### src/rtl/pipe_pkg.sv
// pipe_pkg: shared mode enum and sizing helpers for the pipeline valid chain
package pipe_pkg;
  typedef enum logic {PIPE_LOCKSTEP, PIPE_COLLAPSE} pipe_mode_t;
  function automatic int occ_w(input int stages);
    return $clog2(stages + 1);
  endfunction
  function automatic int popcount(input logic [63:0] x);
    int n;
    n = 0;
    for (int i = 0; i < 64; i++) n += int'(x[i]);
    return n;
  endfunction
endpackage

### src/rtl/pipe_stage_reg.sv
// pipe_stage_reg: one pipeline stage holding a valid bit and payload, flush beats load and hold
module pipe_stage_reg #(
  parameter int WIDTH = 32
) (
  input  logic             clk,
  input  logic             rst_n,
  input  logic             flush,
  input  logic             acc,
  input  logic             up_v,
  input  logic [WIDTH-1:0] up_d,
  output logic             v,
  output logic [WIDTH-1:0] d
);
  always_ff @(posedge clk or negedge rst_n)
    if (!rst_n) begin
      v <= 1'b0;
      d <= '0;
    end else begin
      v <= flush ? 1'b0 : acc ? up_v : v;
      d <= acc ? up_d : d;
    end
endmodule

### src/rtl/pipe_valid_chain.sv
// pipe_valid_chain: parametrised valid/data register chain with stall, flush and ready/valid ends
module pipe_valid_chain
  import pipe_pkg::*;
#(
  parameter int WIDTH    = 32,
  parameter int STAGES   = 5,
  parameter int COLLAPSE = 1
) (
  input  logic                        clk,
  input  logic                        rst_n,
  input  logic                        in_valid,
  input  logic [WIDTH-1:0]            in_data,
  output logic                        in_ready,
  input  logic [STAGES-1:0]           stall,
  input  logic [STAGES-1:0]           flush,
  output logic                        out_valid,
  output logic [WIDTH-1:0]            out_data,
  input  logic                        out_ready,
  output logic [STAGES-1:0]           stage_valid,
  output logic [STAGES*WIDTH-1:0]     stage_data,
  output logic [occ_w(STAGES)-1:0]    occupancy
);
  localparam pipe_mode_t MODE = COLLAPSE != 0 ? PIPE_COLLAPSE : PIPE_LOCKSTEP;
  localparam int OCC_W = occ_w(STAGES);
  logic [STAGES:0]         acc;
  logic [STAGES-1:0]       up_v;
  logic [STAGES*WIDTH-1:0] up_d;
  logic                    adv;
  assign adv = !(|stall) && (!stage_valid[STAGES-1] || out_ready);
  // accept ripples from the tail so a stage frees up when its successor moves this cycle
  always_comb begin
    acc[STAGES] = out_ready;
    for (int i = STAGES - 1; i >= 0; i--)
      acc[i] = MODE == PIPE_COLLAPSE ? (!stall[i] && (!stage_valid[i] || acc[i+1])) : adv;
  end
  for (genvar i = 0; i < STAGES; i++) begin : g_stage
    if (i == 0) begin : g_head
      assign up_v[i]              = in_valid;
      assign up_d[i*WIDTH+:WIDTH] = in_data;
    end else begin : g_body
      assign up_v[i]              = stage_valid[i-1] && !flush[i-1] && !stall[i-1];
      assign up_d[i*WIDTH+:WIDTH] = stage_data[(i-1)*WIDTH+:WIDTH];
    end
    pipe_stage_reg #(.WIDTH(WIDTH)) u_reg (
      .clk   (clk),
      .rst_n (rst_n),
      .flush (flush[i]),
      .acc   (acc[i]),
      .up_v  (up_v[i]),
      .up_d  (up_d[i*WIDTH+:WIDTH]),
      .v     (stage_valid[i]),
      .d     (stage_data[i*WIDTH+:WIDTH])
    );
  end
  assign in_ready  = acc[0];
  assign out_valid = stage_valid[STAGES-1] && !stall[STAGES-1] && !flush[STAGES-1];
  assign out_data  = stage_data[(STAGES-1)*WIDTH+:WIDTH];
  assign occupancy = OCC_W'(popcount(64'(stage_valid)));
endmodule

### config.mk
export PLATFORM = sky130hd
export DESIGN_NAME = pipe_valid_chain
export DESIGN_NICKNAME = d
export VERILOG_FILES = /design/src/rtl/pipe_pkg.sv /design/src/rtl/pipe_stage_reg.sv /design/src/rtl/pipe_valid_chain.sv
export SDC_FILE = /design/constraint.sdc
export NUM_CORES = 1
export LEC_CHECK = 0
export CAP_MARGIN = 10
export CORE_MARGIN = 3
export CORE_UTILIZATION = 48
export CTS_CLUSTER_DIAMETER = 60
export DETAILED_ROUTE_END_ITERATION = 12
export GPL_TIMING_DRIVEN = 0
export PLACE_DENSITY_LB_ADDON = 0.12
export SLEW_MARGIN = 15
export SYNTH_ARGS = -nofsm -noshare
export SYNTH_HDL_FRONTEND = slang
export SYNTH_SLANG_ARGS = --single-unit
### constraint.sdc
create_clock -name clk -period 2.4 [get_ports clk]
set_input_delay 0.48 -clock clk [delete_from_list [all_inputs] [get_ports clk]]
set_output_delay 0.48 -clock clk [all_outputs]
set_load 0.05 [all_outputs]
* Yosys cells after proc, flatten, opt, wreduce, memory -nomap -nowiden *
Index checks and enable logic that the tools add are counted.
Widths: inputs -> output; s select.

word-level totals
  logic and storage cells = 64
  flip-flop bits (word level) = 165
  input bits = 46
  output and inout port bits = 202

cells by class
  reduce and logical (&&, ||, !) cells = 40
  mux-type cells = 10
  add/subtract/negate cells = 4

operators by type and width
  kind               number
  $logic_and 1x1->1  15
  $logic_not 1->1    15
  $mux 1             10
  $reduce_bool 2->1  5
  $add 3x1->3        2
  $logic_or 1x1->1   5
  $add 2x1->3        1
  $add 1x1->2        1

* Logic depth before layout (Yosys ltp) *
  word-level depth = 13
  depth in mapped cells = 7
  depth with buffers taken out = 4

* Modules after synthesis *
Synthesis repeated with hierarchy kept, for this count alone.

unflattened totals
  cell total of the unflattened synthesis = 409
  area, all modules = 7310.8 µm²

modules (own cells, without submodules)
  module            seq. area each (µm²)  area an instance (µm²)  cells each  instances
  pipe_stage_reg    825.8                 1380.1                  71          5
  pipe_valid_chain  0.0                   410.4                   54          1

* Worst setup path after synthesis *
Ideal clock, no wire load.

  path type = input to output
  start point = input stall[1]
  end point = output in_ready
  path slack = 58 ps
  data required time = 1920 ps
  arrival time = 1862 ps
  buffers on the path = 2
  stages on the path = 5
  path through = buf_2 -> o21a_1 -> clkbuf_1 -> a21boi_0 -> nor2_1

on the way
  longest elaborated chain between the ends = 4

RTL lines
  element            line                    text
  from (decl)        pipe_valid_chain.sv:14  input logic [STAGES-1:0] stall,
  $logic_not 1->1    pipe_valid_chain.sv:34  acc[i] = MODE == PIPE_COLLAPSE ? (!stall[i] && (!stage_valid[i] || acc[i+1])) : adv;
  $logic_and 1x1->1  pipe_valid_chain.sv:34
  $logic_or 1x1->1   pipe_valid_chain.sv:34
  $logic_and 1x1->1  pipe_valid_chain.sv:34
  to (decl)          pipe_valid_chain.sv:13  output logic in_ready,

No other way between the ends.

* Worst setup path in the final report *
  start point = register g_stage[3].u_reg.v
  end point = output occupancy[1]

on the way
  longest elaborated chain between the ends = 2

RTL lines
  element                    line                    text
  from (decl)                pipe_stage_reg.sv:11    output logic v,
  from (signal assigned)     pipe_stage_reg.sv:19    v <= flush ? 1'b0 : acc ? up_v : v;
  $add 3x1->3 (2 in series)  pipe_pkg.sv:10          for (int i = 0; i < 64; i++) n += int'(x[i]);
  to (decl)                  pipe_valid_chain.sv:21  output logic [occ_w(STAGES)-1:0] occupancy

No other way between the ends.

==> Implementation_results.wiki <==
{| class="wikitable"
! Metric !! Value
|-
| Outcome || finished with violations
|-
| Failing checks || setup timing
|-
| Post-detailed-routing wire length || approximately 24000 um
|-
| Port Buf Inserts || 246
|-
| Library cell used as clock root buffer || sky130_fd_sc_hd__clkbuf_16
|-
| Initial antenna violation count || 0
|-
| Clock edge transition at the registers on the reported setup and hold paths || 0.06 ns
|-
| Routability-driven placement congestion ratio || roughly 0.85
|-
| Leftover overflow at the end of global routing || 0
|-
| Final Util || 0.689
|-
| WHS || 0.425 ns
|-
| Capture point of the worst reg-to-reg path || g_stage[0].u_reg.d[18]$_DFFE_PN0P_
|-
| Die Area || 0.0193 mm2
|-
| Average size of a mapped cell || about 11 um2
|-
| Wire length of the first global-routing pass || ~40000 um
|-
| Largest buffer count on any clock path || 2
|-
| Fraction of the mapped netlist area in compound gates || 0.164
|-
| Transition at the pin with the smallest max-transition slack || ~0.6 ns
|-
| Global routing met2 resource utilization || 0.407
|-
| Ports || 248
|-
| Num CTS Buffers || 17
|-
| CP Cell Sequence || fa_1 > fa_2 > ha_4 > buf_8
|-
| Launching point of the worst reg2reg path || g_stage[1].u_reg.v$_DFFE_PN0P_
|-
| Vias in the first global route || 6903
|-
| Final setup fails || 4
|-
| Die Y || 139 um
|-
| Final setup skew || about 0.0064 ns
|-
| Unrepaired setup endpoints after global routing || yes
|-
| Peak supply drop || 0.000702 V
|-
| Largest family of logic cells by synthesized area || compound AO/OA/AOI/OAI gates
|-
| Final-report max-slew violation count || 0
|-
| Remaining antenna violation count || 0
|-
| Synthesized-area fraction occupied by adder cells || 0.00619
|-
| ANT cells || 0
|-
| Core Box Area || 0.0173 mm2
|-
| Area growth from synthesis to layout || 40.2%
|-
| CTS tree || done
|-
| Fraction of final layout cells with drive strength greater than 1 || 0.212
|-
| WS Path Type || reg2out
|-
| Synthesized instance count || 754
|-
| Period Utilization, post-route || 1.10
|-
| Proportion of synthesized chip area in sequential cells || 0.486
|-
| Max Fclk || between 300 and 400 MHz
|-
| Crit path max-delay family || adder cells
|-
| Overall routing resource usage || 0.249
|-
| Mux share of post-synthesis cell area || 0.141
|-
| Starting DRC count in detailed routing || around 470
|-
| Pwr/cell area || 1100 mW/mm2
|-
| Maximum fanout along the worst path || 2
|-
| Met1 layer usage reported by global route || 0.347
|-
| Post-synth EDFFs || 0
|-
| Kind of launch point of the worst setup path || register
|-
| Hold Path End || g_stage[3].u_reg.v$_DFFE_PN0P_
|-
| Post-DP HPWL || 17300 um
|-
| Required time at the endpoint of the critical path || 1.92 ns
|-
| Static leakage || roughly 5.1 nW
|-
| Worst hold path stage count || 2
|-
| Layout filler cell count || 1331
|-
| XOR/XNOR Fraction of Synth Area || 0
|-
| Busiest metal layer after global routing || met2
|-
| Warnings, synthesis || 0
|-
| Net total in the final layout || 1072
|-
| H-tree depth || 4
|-
| Total number of placement rows || 48
|-
| Total via count in the routed design || 7149
|-
| FFs w/ async S/R, synth || 1.00
|-
| Max-Slew Margin vs Limit || 0.609
|-
| Sequential Area || 0.00413 mm2
|-
| Most used flip-flop cell after synthesis || sky130_fd_sc_hd__dfrtp_1
|-
| Period minus WS final || 2.63 ns
|-
| Capturing element type of the critical path || output pin
|-
| Cell with the largest stage delay on the worst path || sky130_fd_sc_hd__fa_1
|-
| Simple-Gate Fraction of Synth Area || 0.127
|-
| Worst-case reg-to-reg path depth || 6
|-
| Total negative slack for setup checks || -0.637 ns
|-
| Area taken by multi-input logic gates || 0.00374 mm2
|-
| Arrival time of the worst setup path || 2.15 ns
|-
| Worst path bufs/invs || 1
|-
| Min-Delay Startpoint || stall[3]
|-
| Count of endpoints failing hold in the final timing report || 0
|-
| CP peak stage delay || 0.51 ns
|-
| Global-route met3 utilization || 0.0490
|-
| Setup slack of the most critical reg-to-reg path || 0.20 ns
|-
| Maxcap violations || 0
|-
| # DRC || 0
|-
| Register bit total from synthesis || 165
|-
| Maximum number of pins on one net before global-route repair || 104
|-
| Starting Density || 0.491
|-
| Via density per instance || 5.67
|-
| Worst min-delay path category || in2reg
|-
| Average wire length per cell after detail routing || about 19 um
|-
| Syn Std Cell Area || 0.00850 mm2
|-
| Post-route standard cell area excluding fillers || between 0.01 and 0.015 mm2
|-
| Post-synth cell types || 39
|-
| Detailed-router iteration count before antenna repair || 5
|-
| Syn nets || 803
|-
| Die extent in x || 139 um
|-
| Clock network latency to the later pin of the worst-skew pair || ~0.43 ns
|-
| Post-layout worst setup margin || -0.233 ns
|-
| DP Area || 0.0113 mm2
|-
| Clock net sink count || roughly 170
|}
==> metrics by stage <==
step | power [mW] | std cells | setup WS, ns
after global routing | 13.5 | 1261 | -0.290
after detailed placement | 10.5 | 1226 | -1.01
after floorplan | 8.23 | 754 | 0.0580
after global placement | 10.4 | 1225 | -6.11
final | 13.1 | 1261 | -0.233
after CTS | 13.1 | 1262 | -0.264
==> worst register-to-register path: cells and delay by family, from the launching register on <==
kind	cells	cell delay (ns)
AOI/OAI and AO/OA	3	0.69
DFF	1	0.40
buffers and inverters	3	1.02
==> kinds of logic (layout without fill, tap and decap cells) <==
| kind of cell | count (synthesis) | count (layout) |
|---|---|---|
| AO/OA/AOI/OAI | 174 | 174 |
| buffers and inverters | 106 | 388 |
| AND/OR/NAND/NOR | 210 | 210 |
| multiplexers | 96 | 96 |
| flip-flops | 165 | 165 |
| adder cells (fa/ha/maj) | 3 | 3 |
==> how the worst max path moves through the flow <==
stage / startpoint / to / slack (ns) / depth (start not counted)
2_1_floorplan: stall[1] / in_ready / 0.06 / 5
3_5_place_dp: stall[3] / in_ready / -1.01 / 7
5_1_grt: g_stage[3].u_reg.v$_DFFE_PN0P_ / occupancy[1] / -0.29 / 4
4_1_cts: g_stage[1].u_reg.v$_DFFE_PN0P_ / occupancy[1] / -0.26 / 4
6_report: g_stage[3].u_reg.v$_DFFE_PN0P_ / occupancy[1] / -0.23 / 4
3_3_place_gp: rst_n / g_stage[4].u_reg.d[17]$_DFFE_PN0P_ / -6.11 / 1
==> cell usage after synthesis, types with 3 or more instances <==
master,count,share of area
sky130_fd_sc_hd__nand2_1,97,0.043
sky130_fd_sc_hd__o211ai_1,32,0.028
sky130_fd_sc_hd__a31oi_1,32,0.024
sky130_fd_sc_hd__buf_2,24,0.014
sky130_fd_sc_hd__a32oi_1,32,0.033
sky130_fd_sc_hd__a22oi_1,32,0.028
sky130_fd_sc_hd__o21a_1,3,0.0027
sky130_fd_sc_hd__clkbuf_1,29,0.013
sky130_fd_sc_hd__nor2b_1,64,0.047
sky130_fd_sc_hd__mux2_2,65,0.086
sky130_fd_sc_hd__nor2_1,7,0.0031
sky130_fd_sc_hd__mux2_4,30,0.053
sky130_fd_sc_hd__a311o_1,32,0.038
sky130_fd_sc_hd__inv_1,3,0.0013
sky130_fd_sc_hd__buf_4,41,0.036
sky130_fd_sc_hd__dfrtp_1,165,0.49
sky130_fd_sc_hd__buf_12,3,0.0071
sky130_fd_sc_hd__and3_1,32,0.024
sky130_fd_sc_hd__a21oi_1,3,0.0018
sky130_fd_sc_hd__buf_6,3,0.0040
==> area by class of cell <==
cell class	instances	area share
inverter	3	0.000945
timing repair buffer	251	0.213
clock buffer	19	0.0372
sequential	165	0.347
buffer	102	0.0541
tap	225	0.0236
multi-input combinational	483	0.314
clock inverter	13	0.0105
==> metal layers <==
| layer | share of wire | vias to the layer above |
|---|---|---|
| met1 | 0.45 | 3531 |
| met5 | 0 | - |
| li1 | - | 3297 |
| met4 | 0.013 | 0 |
| met3 | 0.058 | 23 |
| met2 | 0.48 | 298 |
==> power breakdown <==
part | total [mW] | switching [mW] | internal (mW) | leakage (nW)
sequential | 4.09 | 0.663 | 3.43 | 1.96
clock | 2.65 | 1.18 | 1.47 | 0.257
combinational | 6.32 | 3.96 | 2.36 | 2.84
total | 13.1 | 5.80 | 7.25 | 5.06
==> cell usage in the layout, fill, tap and decap left out, types with 24 or more instances in the layout <==
| cell | count |
|---|---|
| sky130_fd_sc_hd__a22oi_1 | 32 |
| sky130_fd_sc_hd__a311o_1 | 32 |
| sky130_fd_sc_hd__a31oi_1 | 32 |
| sky130_fd_sc_hd__a32oi_1 | 32 |
| sky130_fd_sc_hd__and3_1 | 32 |
| sky130_fd_sc_hd__buf_2 | 24 |
| sky130_fd_sc_hd__buf_4 | 43 |
| sky130_fd_sc_hd__clkbuf_1 | 28 |
| sky130_fd_sc_hd__clkdlybuf4s50_1 | 237 |
| sky130_fd_sc_hd__dfrtp_1 | 163 |
| sky130_fd_sc_hd__mux2_2 | 65 |
| sky130_fd_sc_hd__mux2_4 | 30 |
| sky130_fd_sc_hd__nand2_1 | 97 |
| sky130_fd_sc_hd__nor2b_1 | 64 |
| sky130_fd_sc_hd__o211ai_1 | 32 |
==> sequential cells by signal, summed over array words and instances, names as in the netlist <==
name,count
g_stage.u_reg.d,160
g_stage.u_reg.v,5
==> repair_timing <==
| action | 4_1_cts | 5_1_grt |
|---|---|---|
| pin swaps | 2 | 0 |
| setup endpoints to repair | 5 | 4 |
| endpoints found under the hold margin | 6 | 0 |
| hold buffers | 1 | 0 |
| resized for setup | 39 | 5 |
| setup buffers | 3 | 0 |
(Power assumes the default switching activity.)
